<file path="config.mk">
export PLATFORM = sky130hd
export DESIGN_NAME = osd_rom_arbiter
export DESIGN_NICKNAME = d
export VERILOG_FILES = /design/src/rtl/osd_pkg.sv /design/src/rtl/osd_rr_pick.sv /design/src/rtl/osd_rom_arbiter.sv
export SDC_FILE = /design/constraint.sdc
export NUM_CORES = 1
export LEC_CHECK = 0
export ABC_AREA = 1
export BUFFER_PORTS_ARGS = -buffer_cell sky130_fd_sc_hd__buf_2
export CAP_MARGIN = 30
export CORE_ASPECT_RATIO = 0.9
export CORE_MARGIN = 5
export CORE_UTILIZATION = 29
export DETAILED_ROUTE_END_ITERATION = 12
export HOLD_SLACK_MARGIN = 0.06
export PLACE_DENSITY = 0.61
export SLEW_MARGIN = 20
export SYNTH_ARGS = -nofsm -noshare
export SYNTH_HDL_FRONTEND = slang
export SYNTH_SLANG_ARGS = --single-unit
export TNS_END_PERCENT = 1
</file>
<file path="constraint.sdc">
create_clock -name i_clk -period 8.35 [get_ports i_clk]
set_input_delay 1.2525 -clock i_clk [delete_from_list [all_inputs] [get_ports i_clk]]
set_output_delay 1.2525 -clock i_clk [all_outputs]
set_load 0.03 [all_outputs]
</file>
<file path="src/rtl/osd_pkg.sv">
// Shared OSD glyph-ROM widths and arbiter FSM states; used by the arbiter and the downstream read mux.
// Pure declarations: no latency, no flow control.
package osd_pkg;

  localparam int OSD_ADDR_W = 13;
  localparam int OSD_DATA_W = 16;

  typedef enum logic [1:0] {
    ST_IDLE = 2'd0,
    ST_WAIT = 2'd1,
    ST_RESP = 2'd2
  } osd_state_e;

  // Port-index width that stays legal for a single requester.
  function automatic int idx_w(input int n);
    return (n > 1) ? $clog2(n) : 1;
  endfunction

endpackage

</file>
<file path="src/rtl/osd_rr_pick.sv">
// Combinational round-robin pick: first requesting port after last_i, wrapping around.
// Zero latency; no flow control of its own.
module osd_rr_pick
  import osd_pkg::*;
#(
  parameter int PORT_NUM = 5,
  parameter int IDX_W    = idx_w(PORT_NUM)
) (
  input  logic [PORT_NUM-1:0] req_i,
  input  logic [IDX_W-1:0]    last_i,
  output logic [PORT_NUM-1:0] gnt_o,
  output logic [IDX_W-1:0]    idx_o,
  output logic                any_o
);

  logic [IDX_W-1:0] cand;

  always_comb begin
    gnt_o = '0;
    idx_o = '0;
    any_o = 1'b0;
    cand  = '0;
    for (int i = 1; i <= PORT_NUM; i++) begin
      cand = IDX_W'((int'(last_i) + i) % PORT_NUM);
      if (!any_o && req_i[cand]) begin
        any_o       = 1'b1;
        idx_o       = cand;
        gnt_o[cand] = 1'b1;
      end
    end
  end

endmodule

</file>
<file path="src/rtl/osd_rom_arbiter.sv">
// Round-robin arbiter of PORT_NUM requesters onto one glyph ROM; one read in flight, response READ_LAT+2 cycles after the request is seen.
// Requests are level-held until o_rsp_vld; a new grant can be issued in the response cycle.
module osd_rom_arbiter
  import osd_pkg::*;
#(
  parameter int PORT_NUM = 5,
  parameter int READ_LAT = 2
) (
  input  logic                           i_clk,
  input  logic                           i_rst_n,
  input  logic [PORT_NUM-1:0]            i_req,
  input  logic [PORT_NUM*OSD_ADDR_W-1:0] i_addr,
  output logic [PORT_NUM-1:0]            o_rsp_vld,
  output logic [PORT_NUM*OSD_DATA_W-1:0] o_rsp_data,
  output logic                           o_busy,
  output logic [PORT_NUM-1:0]            o_addr_req,
  output logic [PORT_NUM*OSD_ADDR_W-1:0] o_rd_addr,
  input  logic [PORT_NUM*OSD_DATA_W-1:0] i_rd_data
);

  localparam int IDX_W = idx_w(PORT_NUM);
  localparam int CNT_W = $clog2(READ_LAT + 1);

  osd_state_e                      state_q, state_d;
  logic [CNT_W-1:0]                cnt_q, cnt_d;
  logic [IDX_W-1:0]                last_q, last_d;
  logic [IDX_W-1:0]                win_q, win_d;
  logic [PORT_NUM-1:0]             addr_req_q, addr_req_d;
  logic [PORT_NUM*OSD_ADDR_W-1:0]  rd_addr_q, rd_addr_d;
  logic                            busy_q, busy_d;
  logic [PORT_NUM-1:0]             rsp_vld_q, rsp_vld_d;
  logic [PORT_NUM*OSD_DATA_W-1:0]  rsp_data_q, rsp_data_d;

  logic [PORT_NUM-1:0] elig, pick_gnt;
  logic [IDX_W-1:0]    pick_idx;
  logic                pick_any;
  logic                lat_done;

  // The port being answered this cycle must not be picked again off its still-held request.
  assign elig     = i_req & ~rsp_vld_q;
  assign lat_done = (cnt_q == CNT_W'(READ_LAT));

  osd_rr_pick #(
    .PORT_NUM (PORT_NUM),
    .IDX_W    (IDX_W)
  ) u_pick (
    .req_i  (elig),
    .last_i (last_q),
    .gnt_o  (pick_gnt),
    .idx_o  (pick_idx),
    .any_o  (pick_any)
  );

  always_ff @(posedge i_clk or negedge i_rst_n) begin
    if (!i_rst_n) begin
      state_q    <= ST_IDLE;
      cnt_q      <= '0;
      last_q     <= IDX_W'(PORT_NUM - 1);
      win_q      <= '0;
      addr_req_q <= '0;
      rd_addr_q  <= '0;
      busy_q     <= 1'b0;
      rsp_vld_q  <= '0;
      rsp_data_q <= '0;
    end else begin
      state_q    <= state_d;
      cnt_q      <= cnt_d;
      last_q     <= last_d;
      win_q      <= win_d;
      addr_req_q <= addr_req_d;
      rd_addr_q  <= rd_addr_d;
      busy_q     <= busy_d;
      rsp_vld_q  <= rsp_vld_d;
      rsp_data_q <= rsp_data_d;
    end
  end

  // RESP doubles as an arbitration slot so back-to-back reads run every READ_LAT+2 cycles.
  always_comb begin
    state_d = state_q;
    unique case (state_q)
      ST_IDLE: if (pick_any) state_d = ST_WAIT;
      ST_WAIT: if (lat_done) state_d = ST_RESP;
      ST_RESP: state_d = pick_any ? ST_WAIT : ST_IDLE;
      default: state_d = ST_IDLE;
    endcase
  end

  always_comb begin
    cnt_d      = cnt_q;
    last_d     = last_q;
    win_d      = win_q;
    addr_req_d = addr_req_q;
    rd_addr_d  = rd_addr_q;
    busy_d     = busy_q;
    rsp_vld_d  = '0;
    rsp_data_d = rsp_data_q;
    if (state_q == ST_WAIT) begin
      if (lat_done) begin
        addr_req_d       = '0;
        rd_addr_d        = '0;
        busy_d           = 1'b0;
        rsp_vld_d[win_q] = 1'b1;
        rsp_data_d[int'(win_q)*OSD_DATA_W +: OSD_DATA_W] =
          i_rd_data[int'(win_q)*OSD_DATA_W +: OSD_DATA_W];
      end else begin
        cnt_d = cnt_q + CNT_W'(1);
      end
    end else if (pick_any) begin
      addr_req_d = pick_gnt;
      rd_addr_d  = '0;
      rd_addr_d[int'(pick_idx)*OSD_ADDR_W +: OSD_ADDR_W] =
        i_addr[int'(pick_idx)*OSD_ADDR_W +: OSD_ADDR_W];
      busy_d     = 1'b1;
      cnt_d      = '0;
      last_d     = pick_idx;
      win_d      = pick_idx;
    end else begin
      addr_req_d = '0;
      rd_addr_d  = '0;
      busy_d     = 1'b0;
    end
  end

  assign o_addr_req = addr_req_q;
  assign o_rd_addr  = rd_addr_q;
  assign o_busy     = busy_q;
  assign o_rsp_vld  = rsp_vld_q;
  assign o_rsp_data = rsp_data_q;

endmodule
</file>
# Word-level counts from Yosys, hierarchy flattened
# Index checks and enable logic that the tools add are counted.
[totals]
regBits = 166
out_inout_bits = 156
word_cells = 131
[classes]
add_sub_neg = 8
mul = 1
div = 5
n_lt_le_gt_ge = 12
n_eq_ne = 6
shifts = 6
n_mux = 56
n_bitwise = 8
reduce_logical = 20
[ops]
columns = ["op", "count"]
rows = [
  ["two-way mux 65 bit", 3],
  ["modulo 32 x 4 -> 32 bit (second input constant)", 5],
  ["bitwise mux 80 bit", 1],
  ["variable shift 16 x 33 -> 80 bit (first input constant)", 1],
  ["indexed part select 16 x 33 -> 80 bit", 1],
  ["indexed part select 80 x 8 -> 16 bit", 1],
  ["negation 7 -> 33 bit", 2],
  ["bitwise AND 65 bit", 1],
  ["variable shift 13 x 33 -> 65 bit (first input constant)", 1],
  ["indexed part select 13 x 33 -> 65 bit", 1],
  ["indexed part select 65 x 32 -> 13 bit", 1],
  ["two-way mux 5 bit", 10],
  ["< comparator 3 x 4 -> 1 bit (second input constant)", 6],
  ["two-way mux 1 bit", 20],
  ["OR 5 bit", 4],
  ["demux 1 bit (select 3 bit)", 6],
  ["greater-or-equal comparator 3 x 1 -> 1 bit (second input constant)", 6],
  ["binary-select mux 1 bit (select 3 bit)", 5],
  ["two-way mux 3 bit", 5],
  ["logical AND 1 bit", 10],
  ["two-way mux 2 bit", 5],
  ["adder 3 x 2 -> 4 bit (second input constant)", 2],
  ["adder 3 x 3 -> 4 bit (second input constant)", 2],
  ["AND reduction 2 bit", 4],
  ["13 further kinds", 19],
]

# Depth between registers and ports, before layout
[depth]
depth_word = 23
mapped_depth = 38

# Cells and area by module
# A second synthesis with hierarchy kept.
[unflattened]
hier_cells = 1425
hier_area_um2 = 10177.3
[modules_own_cells]
columns = ["module", "instances", "cells_each", "area_each_um2", "seq_area_each_um2"]
rows = [
  ["osd_rom_arbiter", 1, 1089, 8345.5, 4105.2],
  ["osd_rr_pick", 1, 336, 1831.8, 0.0],
]

# Worst setup path before layout
# OpenSTA, ideal clock, no wires.
[synth_path]
kind = "reg-to-reg"
startpoint = "reg last_q[0]"
endpoint = "reg rd_addr_q[42], in the netlist o_rd_addr[42]"
setup_ns = 0.066
t_arrival_ns = 5.845
required_time_ns = 8.284
slack_ns = 2.440
path_stages_with_launch = 37
path_buffers = 7
period_less_slack_ns = 5.910
cell_sequence = "dfrtp_1 inv_1 clkbuf_1 clkbuf_1 clkbuf_1 ha_1 ha_1 nor2_1 nand2_1 nand2_1 xor2_1 ha_1 inv_1 or2_2 nand3_1 nand2_1 nand2_1 nand2_1 nand2_1 nand2_1 nand2_1 nand2_1 nor2_1 nand3_2 inv_2 nand2_4 nand2_2 buf_6 buf_4 buf_2 ha_1 nor2_1 nand2_1 nor2_1 buf_2 nand4_1 nand2_1"
[synth_between]
elab_chain_cells = 23
[synth_rtl]
columns = ["element", "line", "source"]
rows = [
  ["start, declared", "osd_rom_arbiter.sv:26", "logic [IDX_W-1:0] last_q, last_d;"],
  ["start signal, assigned", "osd_rom_arbiter.sv:58", "last_q <= IDX_W'(PORT_NUM - 1);"],
  ["start signal, assigned", "osd_rom_arbiter.sv:68", "last_q <= last_d;"],
  ["adder 3 x 1 -> 4 bit", "osd_rr_pick.sv:24", "cand = IDX_W'((int'(last_i) + i) % PORT_NUM);"],
  ["modulo 32 x 4 -> 32 bit", "osd_rr_pick.sv:24", ""],
  ["binary-select mux 1 bit (select 3 bit)", "osd_rr_pick.sv:25", "if (!any_o && req_i[cand]) begin"],
  ["two-way mux 1 bit (implied by the code)", "osd_rr_pick.sv:25", ""],
  ["two-way mux 1 bit", "osd_rr_pick.sv:25", ""],
  ["zero test 1 bit", "osd_rr_pick.sv:25", ""],
  ["logical AND 1 bit", "osd_rr_pick.sv:25", ""],
  ["two-way mux 1 bit", "osd_rr_pick.sv:25", ""],
  ["(+8 left out)", "-", ""],
  ["two-way mux 3 bit (*)", "osd_rr_pick.sv:25", ""],
  ["named net pick_idx[0]", "osd_rom_arbiter.sv:35", "logic [IDX_W-1:0] pick_idx;"],
  ["multiplier 3 x 4 -> 7 bit (*)", "osd_rom_arbiter.sv:112, osd_rom_arbiter.sv:113", ""],
  ["indexed part select 65 x 32 -> 13 bit / negation 7 -> 33 bit (equally long branches)", "osd_rom_arbiter.sv:113", "i_addr[int'(pick_idx)*OSD_ADDR_W +: OSD_ADDR_W];"],
  ["indexed part select 13 x 33 -> 65 bit / variable shift 13 x 33 -> 65 bit (equally long branches)", "osd_rom_arbiter.sv:112", "rd_addr_d[int'(pick_idx)*OSD_ADDR_W +: OSD_ADDR_W] ="],
  ["bitwise AND 65 bit (no line) (*)", "-", ""],
  ["two-way mux 65 bit (*)", "osd_rom_arbiter.sv:109", "end else if (pick_any) begin"],
  ["two-way mux 65 bit (*)", "osd_rom_arbiter.sv:98", "if (state_q == ST_WAIT) begin"],
  ["end signal, assigned", "osd_rom_arbiter.sv:71", "rd_addr_q <= rd_addr_d;"],
  ["end, declared", "osd_rom_arbiter.sv:29", "logic [PORT_NUM*OSD_ADDR_W-1:0] rd_addr_q, rd_addr_d;"],
]
# Mark *: on every way through the listed nets, which the timed path passes. The rest lies on a longest branch. The select of a mux whose other input is x is not followed.
# A chain may end at the register's enable or synchronous reset.

# Final worst setup path
[layout_path]
startpoint = "reg last_q[1]"
endpoint = "reg rd_addr_q[27], in the netlist o_rd_addr[27]"
[layout_between]
elab_chain_cells = 23
[layout_rtl]
columns = ["element", "line"]
rows = [
  ["adder 3 x 1 -> 4 bit", "osd_rr_pick.sv:24"],
  ["modulo 32 x 4 -> 32 bit", "osd_rr_pick.sv:24"],
  ["binary-select mux 1 bit (select 3 bit)", "osd_rr_pick.sv:25"],
  ["two-way mux 1 bit (implied by the code)", "osd_rr_pick.sv:25"],
  ["two-way mux 1 bit", "osd_rr_pick.sv:25"],
  ["zero test 1 bit", "osd_rr_pick.sv:25"],
  ["logical AND 1 bit", "osd_rr_pick.sv:25"],
  ["two-way mux 1 bit", "osd_rr_pick.sv:25"],
  ["(+7 left out)", "-"],
  ["logical AND 1 bit", "osd_rr_pick.sv:25"],
  ["two-way mux 3 bit", "osd_rr_pick.sv:25"],
  ["multiplier 3 x 4 -> 7 bit", "osd_rom_arbiter.sv:112, osd_rom_arbiter.sv:113"],
  ["indexed part select 65 x 32 -> 13 bit / negation 7 -> 33 bit (equally long branches)", "osd_rom_arbiter.sv:113"],
  ["indexed part select 13 x 33 -> 65 bit / variable shift 13 x 33 -> 65 bit (equally long branches)", "osd_rom_arbiter.sv:112"],
  ["bitwise AND 65 bit (no line)", "-"],
  ["two-way mux 65 bit (*)", "osd_rom_arbiter.sv:109"],
  ["two-way mux 65 bit (*)", "osd_rom_arbiter.sv:98"],
]
# Every way passes the cells marked *; elsewhere a longest branch is shown, timed or not. The select of a mux whose other input is x is not followed.

==> out/results.ini <==
[sta]
slew_headroom = 0.4002
setup_tns_ns = 0
period_needed_ns = 6.724
fin_skew_ns = 0.01826
rsz0062_at_grt = false
period_share = 0.8053
max_freq_mhz = 148.7
finalHoldViolations = 0
setup_violations = 0
tightestPinTransition_ns = 0.8996
slew_viol_final = 0

[critical_path]
critPathArrivalTime_ns = 7.09
critPathLaunchType = flop
crit_path_top_delay_cell = ha_1
crit_fanout = 28
cp.required_ns = 8.72
end_kind = flop
path_class = flop to flop
critPathMostFrequentCell = nand2_1
critPathMaxStageDelay_ns = 0.71

[clocking]
cts_made_buffers = 17
cts-root-buf = clkbuf_16
cts_hold_buf = 0
post-cts-setup-buffers = 0
clockBufferDepth = 2
cts_sinks = 164
worstSkewPairLatency_ns = 0.44
cts_tree = done
ctsResizeCount = 0
h-tree-depth = 4
clk_pin_slew_ns = 0.07

[routing]
avgRoutedWirePerCell_um = 18.45
ant_nets = 0
wirelength_mm = 36.87
drt_iter0_drc = 965
via_count = 10230
drc = 0
drtPass1Iterations = 6
vias_per_cell = 5.121

[placed_design]
gp_congestion = 0.9215
dp_hpwl_mm = 27.48
port_buffers = 307

[synthesis]
yosysMostFrequentCell = nand2_1
async_reset_ff_frac = 1.000
seq_area_frac_synth = 0.4213
postSynthAreaPerCell_um2 = 7.594
synth_edf_count = 0
yosysTopAreaCell = dfrtp_1
syn_area_um2 = 9743
synth_area_leaders = dfrtp_1, nand2_1, nand3_1
synth_cell_type_count = 46
ys.flop_type = dfrtp_1
yosys-top-cells-count = nand2_1, dfrtp_1, nand3_1
synth_top_area_frac = 0.4186
yosys_warnings = 0
synthCells = 1283
ys_ff_latch = 164
syn_nets = 1470

[cells_and_area]
final_nets = 1750
seqCellArea_um2 = 4106
diodes = 0
drive_above_1_share = 0.2754
n_fill_cell = 3413
multi_input_area_um2 = 4999
area_delta_synth_final_pct = 26.31

[grt]
grt_max_degree = 92
grt_pass1_wl_mm = 56.72
met2_usage = 0.2956
met3_usage = 0.04128
grt.total_usage = 0.1911
grt_pass1_vias = 9859
gr-usage-met1 = 0.2669
busiest_layer = met2
gr-total-overflow = 0
antenna_found_initial = 0

[floorplan]
die_y_um = 183.9
io-pin-count = 308
row_count = 63
die-area_um2 = 37370
die_w_um = 203.2
core_um2 = 33030
start_util = 0.2950

[flow_run]
max_cap_violations = 0

[worst_hold_path]
hold_path_class = flop to flop

[outcome]
status = finished, final reports clean

==> final cells by class <==
cell class / count / area share
Clock buffer: 18 / 0.03487
Clock inverter: 14 / 0.01322
Inverter: 103 / 0.03142
Multi-Input combinational cell: 956 / 0.4062
Sequential cell: 164 / 0.3337
Tap cell: 422 / 0.04290
Timing Repair Buffer: 321 / 0.1378
==> routing by layer <==
layer	share of wire	routed length [um]
met1	0.45	16410
met5	0	0
met4	0.027	989
met3	0.066	2418
met2	0.46	17040
==> final timing paths <==
kind / end / from / cells after the start / slack (ns)
setup reg to reg: o_rd_addr[27] / last_q[1] / 28 / 1.63
setup / recovery: o_rd_addr[27] / last_q[1] / 28 / 1.63
min in group asynchronous: o_rsp_data[1] / i_rst_n / 1 / 0.88
hold reg to reg: o_rd_addr[9] / o_rd_addr[9] / 2 / 0.48
hold / removal: o_rd_addr[9] / o_rd_addr[9] / 2 / 0.48
max in group asynchronous: o_rd_addr[48] / i_rst_n / 3 / 6.22
==> state kept, by name (all words and copies together) (netlist names) <==
signal,flops
o_rsp_data,80
o_rd_addr,65
o_addr_req,5
o_rsp_vld,5
last_q,3
cnt_q,2
state_q,2
o_busy,1
win_q,1
==> per-stage QoR <==
stage                     hold slack (ns)    util  cells  cell area [um2]  setup slack (ns)
after floorplan                    0.4719       -   1283             9743             2.440
after global placement             0.4597  0.3519   1961            11620             1.664
after detailed placement           0.4605  0.3534   1963            11670             1.470
after CTS                          0.4822  0.3713   1995            12260             1.441
after global routing               0.4989  0.3726   1998            12310             1.016
final                              0.4801  0.3726   1998            12310             1.626
==> critical path: cells and delay by family, from the launching register on <==
kind	cells	cell delay [ns]
flops	1	0.62
simple gates	19	3.40
buf+inv	5	1.18
fa+ha+maj	4	1.43
==> cell usage in the layout, fill, tap and decap left out, types with 17 or more instances in the layout <==
cell         n
nand3_1    161
nand2_1    367
inv_1       95
buf_2      306
o21ai_0    125
nand4_1     38
nor2_1      82
nand2_2     24
ha_1        34
clkbuf_16   17
dfrtp_1    162
==> cell families after synthesis <==
kind of cell | synth area share
xor gates and xnor gates | 0.004367
and+or+nand+nor | 0.3344
buffers and inverters | 0.06922
adders and majority gates | 0.04572
DFF | 0.4213
muxes | 0.01849
AOI/OAI and AO/OA | 0.1065
Power is not shown: default switching activity piles up to over one toggle a cycle in this logic, so the estimate is an artifact.
